[config.mk]
export PLATFORM = sky130hd
export DESIGN_NAME = puf_response_engine
export DESIGN_NICKNAME = d
export VERILOG_FILES = /design/src/rtl/puf_response_engine.sv
export SDC_FILE = /design/constraint.sdc
export NUM_CORES = 1
export LEC_CHECK = 0
export CORE_ASPECT_RATIO = 1.25
export CORE_MARGIN = 2
export CORE_UTILIZATION = 50
export DETAILED_ROUTE_END_ITERATION = 16
export GPL_TIMING_DRIVEN = 0
export PLACE_DENSITY = 0.68
export SETUP_SLACK_MARGIN = 0.15
export SLEW_MARGIN = 10
export SYNTH_ARGS = -nofsm -noshare
export SYNTH_HDL_FRONTEND = slang
export SYNTH_SLANG_ARGS = --single-unit
[constraint.sdc]
create_clock -name clk -period 35.1 [get_ports clk]
set_clock_uncertainty 0.2 [all_clocks]
set_input_delay 5.265 -clock clk [delete_from_list [all_inputs] [get_ports clk]]
set_output_delay 5.265 -clock clk [all_outputs]
set_load 0.03 [all_outputs]
[src/rtl/puf_response_engine.sv]
// PUF response engine: sequences enable/challenge to the PUF slices,
// runs NUM_EVALS evaluations and returns a per-bit majority-voted response.
module puf_response_engine #(
    parameter int WIDTH         = 64,
    parameter int CHAL_W        = 2,
    parameter int NUM_EVALS     = 5,
    parameter int SETTLE_CYCLES = 16,
    parameter int OFF_CYCLES    = 4
) (
    input  logic                       clk,
    input  logic                       rst,
    input  logic                       start,
    input  logic [CHAL_W-1:0]          challenge,
    output logic                       busy,
    output logic                       puf_en,
    output logic [CHAL_W-1:0]          puf_chal,
    input  logic [WIDTH-1:0]           puf_raw,
    output logic                       resp_valid,
    input  logic                       resp_ready,
    output logic [WIDTH-1:0]           response,
    output logic [$clog2(WIDTH+1)-1:0] unstable_cnt
);

    localparam int CNT_W   = $clog2(NUM_EVALS + 1);
    localparam int UC_W    = $clog2(WIDTH + 1);
    localparam int TMR_MAX = (SETTLE_CYCLES > OFF_CYCLES) ? SETTLE_CYCLES : OFF_CYCLES;
    localparam int TMR_W   = ($clog2(TMR_MAX) > 0) ? $clog2(TMR_MAX) : 1;

    typedef enum logic [2:0] {
        S_IDLE, S_SETTLE, S_SAMPLE, S_OFF, S_VOTE, S_DONE
    } state_t;

    state_t              state_q, state_d;
    logic [TMR_W-1:0]    tmr_q, tmr_d;
    logic [CNT_W-1:0]    eval_q, eval_d;
    logic [CNT_W-1:0]    ones_q [WIDTH];
    logic [CNT_W-1:0]    ones_d [WIDTH];
    logic [CHAL_W-1:0]   chal_q, chal_d;
    logic                en_q, en_d;
    logic                valid_q, valid_d;
    logic [WIDTH-1:0]    resp_q, resp_d;
    logic [UC_W-1:0]     uc_q, uc_d;
    logic [WIDTH-1:0]    sync1_q, sync2_q;
    logic [WIDTH-1:0]    vote;
    logic [UC_W-1:0]     uc_calc;

    // Two-flop synchroniser for the asynchronous slice outputs
    always_ff @(posedge clk or posedge rst) begin
        if (rst) begin
            sync1_q <= '0;
            sync2_q <= '0;
        end else begin
            sync1_q <= puf_raw;
            sync2_q <= sync1_q;
        end
    end

    // Majority vote and count of bits that disagreed across evaluations
    always_comb begin
        vote    = '0;
        uc_calc = '0;
        for (int i = 0; i < WIDTH; i++) begin
            vote[i] = (ones_q[i] > CNT_W'(NUM_EVALS / 2));
            if (ones_q[i] != '0 && ones_q[i] != CNT_W'(NUM_EVALS))
                uc_calc = uc_calc + UC_W'(1);
        end
    end

    // Next-state and next-output logic for the evaluation sequencer
    always_comb begin
        state_d = state_q;
        tmr_d   = tmr_q;
        eval_d  = eval_q;
        ones_d  = ones_q;
        chal_d  = chal_q;
        en_d    = en_q;
        valid_d = valid_q;
        resp_d  = resp_q;
        uc_d    = uc_q;
        unique case (state_q)
            S_IDLE: begin
                if (start) begin
                    chal_d  = challenge;
                    eval_d  = '0;
                    tmr_d   = '0;
                    en_d    = 1'b1;
                    state_d = S_SETTLE;
                    for (int i = 0; i < WIDTH; i++) ones_d[i] = '0;
                end
            end
            S_SETTLE: begin
                if (tmr_q == TMR_W'(SETTLE_CYCLES - 1)) begin
                    tmr_d   = '0;
                    state_d = S_SAMPLE;
                end else begin
                    tmr_d = tmr_q + TMR_W'(1);
                end
            end
            S_SAMPLE: begin
                for (int i = 0; i < WIDTH; i++)
                    ones_d[i] = ones_q[i] + CNT_W'(sync2_q[i]);
                eval_d = eval_q + CNT_W'(1);
                en_d   = 1'b0;
                tmr_d  = '0;
                if (eval_q + CNT_W'(1) == CNT_W'(NUM_EVALS))
                    state_d = S_VOTE;
                else
                    state_d = S_OFF;
            end
            S_OFF: begin
                if (tmr_q == TMR_W'(OFF_CYCLES - 1)) begin
                    tmr_d   = '0;
                    en_d    = 1'b1;
                    state_d = S_SETTLE;
                end else begin
                    tmr_d = tmr_q + TMR_W'(1);
                end
            end
            S_VOTE: begin
                resp_d  = vote;
                uc_d    = uc_calc;
                valid_d = 1'b1;
                state_d = S_DONE;
            end
            S_DONE: begin
                if (resp_ready) begin
                    valid_d = 1'b0;
                    state_d = S_IDLE;
                end
            end
            default: begin
                state_d = S_IDLE;
                en_d    = 1'b0;
                valid_d = 1'b0;
            end
        endcase
    end

    // State, counters, accumulators and registered outputs
    always_ff @(posedge clk or posedge rst) begin
        if (rst) begin
            state_q <= S_IDLE;
            tmr_q   <= '0;
            eval_q  <= '0;
            chal_q  <= '0;
            en_q    <= 1'b0;
            valid_q <= 1'b0;
            resp_q  <= '0;
            uc_q    <= '0;
            for (int i = 0; i < WIDTH; i++) ones_q[i] <= '0;
        end else begin
            state_q <= state_d;
            tmr_q   <= tmr_d;
            eval_q  <= eval_d;
            chal_q  <= chal_d;
            en_q    <= en_d;
            valid_q <= valid_d;
            resp_q  <= resp_d;
            uc_q    <= uc_d;
            for (int i = 0; i < WIDTH; i++) ones_q[i] <= ones_d[i];
        end
    end

    assign busy         = (state_q != S_IDLE);
    assign puf_en       = en_q;
    assign puf_chal     = chal_q;
    assign resp_valid   = valid_q;
    assign response     = resp_q;
    assign unstable_cnt = uc_q;

endmodule
# == Yosys cells after proc, flatten, opt, wreduce, memory -nomap -nowiden ==
# Cells that the tools add are included.
# classes
n_addsub,129
n_lt_le_gt_ge,64
eq_ne,76
n_mux,83
bitwise_logic,2
n_reduce_logical,140
# op_table
op,n
$add A7 B1 Y7 const B,63
$mux W7,63
$pmux W192 S2,1
$reduce_bool A3 Y1,65
$add A3 B1 Y3,64
$gt A3 B2 Y1 const B,64
$mux W192,1
$ne A3 B3 Y1 const B,64
$logic_and A1 B1 Y1,64
$mux W3,6
$pmux W3 S6,1
$pmux W4 S4,1
$mux W4,3
$eq A3 B3 Y1 const B,3
$ne A2 B2 Y1 const B,4
$reduce_and A2 Y1,4
$eq A3 B2 Y1 const B,2
$pmux W1 S3,2
$pmux W3 S2,1
$add A4 B1 Y4 const B,1
$eq A4 B2 Y1 const B,1
$eq A4 B4 Y1 const B,1
$mux W1,4
$reduce_and A4 Y1,1
other kinds (9),10
# word_totals
regBits,405
in_bits,70
output_inout_bits,76
elab_cells,568

# == Depth between registers and ports, before layout ==
# depth
ltp_word,129
depth_mapped,182

# == Worst setup path before layout ==
# OpenSTA, ideal clock, no wires.
# synth_timing
kind,register -> register
startpoint,reg ones_q[189] (netlist name)
endpoint,"reg uc_q[6], in the netlist unstable_cnt[6]"
setup_time_ns,0.129
arrival_ns,31.498
setup_slack_ns,3.273
stages_incl_launch_ff,178
path_buffers,0
period_less_slack_ns,31.827
path_cell_list,dfrtp_1 -> xor2_1 -> nor2_1 -> inv_1 -> ha_1 -> inv_1 -> xnor3_1 -> ha_1 -> mux2_2 -> ha_1 -> o21ai_0 -> nand2_1 -> a31oi_1 -> inv_1 -> ha_1 -> a21oi_1 -> a31oi_1 -> a21oi_1 -> (+142 left out) -> nor2_1 -> mux2_2 -> ha_1 -> nand2_1 -> o21ai_0 -> ha_1 -> mux2_2 -> ha_1 -> mux2_2 -> ha_1 -> mux2_2 -> ha_1 -> nor2b_1 -> o21ai_1 -> or4_1 -> mux2i_1 -> xnor2_1 -> o21ai_1
# synth_via
elab_chain_cells,129
elab_cells_between_ends,130
# synth_lines
element,line_no,source
"start, declared",36,logic [CNT_W-1:0] ones_q [WIDTH];
$ne A3 B3 Y1 or $reduce_bool A3 Y1 (tied branches),64,if (ones_q[i] != '0 && ones_q[i] != CNT_W'(NUM_EVALS))
$logic_and A1 B1 Y1 (*),64,
$mux W1 (*),64,
$add A7 B1 Y7,65,uc_calc = uc_calc + UC_W'(1);
$mux W7 (*),64,
$add A7 B1 Y7,65,
$mux W7 (*),64,
$add A7 B1 Y7,65,
(+113 left out),n/a,
$add A7 B1 Y7,65,
$mux W7 (*),64,
$add A7 B1 Y7,65,
$mux W7 (*),64,
$add A7 B1 Y7,65,
$mux W7 (*),64,
$add A7 B1 Y7,65,
$mux W7 (*),64,
"end signal, assigned",159,uc_q <= uc_d;
"end, declared",42,"logic [UC_W-1:0] uc_q, uc_d;"
# Every way passes the cells marked *; elsewhere a longest branch is shown, timed or not.
# A chain may end at the register's enable or synchronous reset.

# == Worst setup path after layout ==
# Same ends and word-level chain as after synthesis.

==> results.json <==
{
  "grt_pass1_vias": 23000,
  "syn-num-nets": 3216,
  "slew_violations": 0,
  "coreArea_um2": 55000,
  "ant_nets": 0,
  "hold_path.startpoint": "sync1_q[21]",
  "cp_slowest_cell": "or4_1",
  "grt_pass1_wl_um": 115000,
  "final_area_um2": 32700,
  "hold_path_end": "sync2_q[21]",
  "slew_headroom_pct": 18.7,
  "syn2layout_area_growth_pct": 17.2,
  "regArea_um2": 10100,
  "ys_ff_latch": 405,
  "drc": 0,
  "holdPathStages": 0,
  "criticalPathCategory": "register to register",
  "yosys-top-cells-area": "dfrtp_1 36%, ha_1 8.7%, xnor2_1 7.7%",
  "hp-class": "register to register",
  "hpwl_um": 53200,
  "rows": 96,
  "grt_overflow": 0,
  "gp_congestion": 0.882,
  "crit_top_cell": "ha_1",
  "path_max_fanout": 5,
  "cts_buffer_depth": 3,
  "die_h_um": 268,
  "routed_via_density": 5.73,
  "clock_latency_ps": 600,
  "drt-initial-drc-count": 1328,
  "drt-total-wl_um": 71400,
  "yosys.cell_types.count": 102,
  "synth_top_flop_cell": "dfrtp_1",
  "port_buffers": 145,
  "max_freq_mhz": 30.1,
  "via_count": 22600,
  "fin_crit_sh_pct": 94.7,
  "netlist.area_leader.share_pct": 36.3,
  "grt_usage_pct": 24.3,
  "ff2ff_setup_slack_ps": 1860,
  "drive_gt1_share_pct": 10.0,
  "fin_nets": 3444,
  "synth_seq_area_share_pct": 36.3,
  "clkSlewWorstSetupHoldPaths_ps": 70,
  "dieArea_um2": 57800,
  "initial_core_util_pct": 50.7,
  "crit_path_end_kind": "register",
  "syn_area_per_cell_um2": 9.46,
  "antenna_found_initial": 1,
  "nFillCells": 4765,
  "multi_input_area_um2": 17700,
  "worst_pin_slew_ps": 1220,
  "worstReg2RegStart": "ones_q[189]",
  "syn_area_um2": 27900,
  "cpPeakStageDelay_ps": 520,
  "cp_data_required_time_ps": 35360,
  "htree_num_levels": 2,
  "synthCells": 2952,
  "drt-pass1-iter-count": 5,
  "yosysTopAreaCell": "dfrtp_1",
  "antenna_cells": 0,
  "regToRegEndpoint": "unstable_cnt[6]",
  "cap_viol_max_count": 0,
  "postPlaceCellArea_um2": 30400,
  "clock-root-buffer": "clkbuf_16",
  "routedWlPerCell_um": 18.1,
  "cts_tree": "done",
  "cts.sinks": 405,
  "ys_warn_count": 0,
  "io_pins": 146,
  "synth_edf_count": 0,
  "numCtsBuffers": 43,
  "cp-start-kind": "register",
  "async_flop_share_pct": 100,
  "chipWidth_um": 215,
  "cp.arrival_ps": 33500,
  "critPathBufInv": 4,
  "status": "complete, no violations",
  "grt_max_degree": 108,
  "hold_viol_final": 0,
  "layout_min_cycle_time_ps": 33240,
  "reg2reg_depth": 179,
  "setup_viol": 0,
  "cp_top_family": "adder cells"
}
[cell families (layout without fill, tap and decap cells)]
family / after synthesis / after routing / synth area share, %
adder cells (fa/ha/maj): 196 / 196 / 8.77
AO/OA/AOI/OAI: 799 / 799 / 18.2
AND/OR/NAND/NOR: 881 / 881 / 14.9
flip-flops: 405 / 405 / 36.3
buffers and inverters: 159 / 422 / 2.18
multiplexers: 54 / 54 / 2.11
XOR/XNOR: 458 / 458 / 17.6
[per-stage QoR]
| step | instances | worst slack (ps) | TNS [ps] | hold WS, ps | utilization [%] |
|---|---|---|---|---|---|
| final | 3950 | 1860 | 0 | 132 | 59.5 |
| after global routing | 3950 | -155 | -155 | 141 | 59.5 |
| after CTS | 3918 | 170 | 0 | 130 | 58.3 |
| after detailed placement | 3836 | -1520 | -5390 | 135 | 55.3 |
| after global placement | 3832 | -631 | -751 | 132 | 55.1 |
| after floorplan | 2952 | 3270 | 0 | 131 | - |
[Yosys cell counts (14+ instances only)]
library cell,n
nor2b_1,46
and3_1,19
o21ai_0,305
nand3_1,55
nand2b_1,41
inv_1,55
mux2_2,25
mux2i_1,27
clkbuf_1,86
a21oi_1,161
xnor2_4,14
a22o_1,131
and2_1,17
dfrtp_1,405
xnor2_1,244
or3_1,14
ha_1,194
nor2_1,251
xnor2_2,15
o22ai_1,17
or2_2,21
nand2_1,299
xor2_1,143
nor3_1,37
xnor3_1,15
a31oi_1,27
[how the worst max path moves through the flow]
stage | start | endpoint | slack, ps | cells past startpoint
6_report | ones_q[189] | unstable_cnt[6] | 1860 | 179
5_1_grt | ones_q[189] | unstable_cnt[6] | -150 | 179
4_1_cts | ones_q[189] | unstable_cnt[6] | 170 | 178
3_5_place_dp | ones_q[189] | unstable_cnt[6] | -1520 | 179
3_3_place_gp | ones_q[189] | unstable_cnt[6] | -630 | 179
2_1_floorplan | ones_q[189] | unstable_cnt[6] | 3270 | 177
[sequential cells by signal, summed over array words and instances (netlist names)]
register      cells
eval_q            3
ones_q          192
puf_chal          2
puf_en            1
resp_valid        1
response         64
state_q           3
sync1_q          64
sync2_q          64
tmr_q             4
unstable_cnt      7
[final cells by class]
class	instances	area share [%]
multi-input combinational	2388	54.1
inverter	58	0.696
clock buffer	53	3.62
sequential	405	31.0
buffer	101	1.19
clock inverter	27	1.08
tap	735	2.81
timing repair buffer	183	5.55
[layer usage]
layer  GRT usage (%)  up-vias  share of wire (%)
li1                -    10900                  -
met1            27.8    11200                 40
met2            46.6      415                 53
met3            2.71      115                3.1
met4            8.80        0                3.4
met5               0        -                  0
[cell usage in the layout, fill, tap and decap left out, types with 12 or more instances in the layout]
cell type / instances
and3_1: 19
xor2_2: 14
clkdlybuf4s50_1: 145
ha_1: 188
clkbuf_16: 43
nor4_1: 13
xor2_1: 142
inv_1: 53
buf_1: 12
mux2i_1: 24
nand2_1: 297
xnor2_4: 14
xnor3_1: 14
dfrtp_1: 405
nor3_1: 36
o31ai_1: 12
o21ai_1: 20
nand3_1: 55
o22ai_1: 17
o21ai_0: 284
or3_1: 14
clkbuf_1: 88
buf_4: 34
a22o_1: 130
or2_2: 21
and2_1: 17
a31oi_1: 23
a21oi_1: 153
xnor2_1: 233
nor2b_1: 44
nand2b_1: 41
mux2_2: 22
nand3b_1: 12
nor2_1: 245
xnor2_2: 26
[timing repair]
| action | in CTS | in global routing |
|---|---|---|
| setup buffers | 2 | 32 |
| gates resized for setup | 20 | 91 |
| pin swaps | 1 | 52 |
| hold buffers | 0 | 0 |
| endpoints found under the setup margin | 6 | 6 |
Power is left out: the tool's default activity adds up to more than one toggle a clock period on the data nets, which glitch-free logic cannot reach.
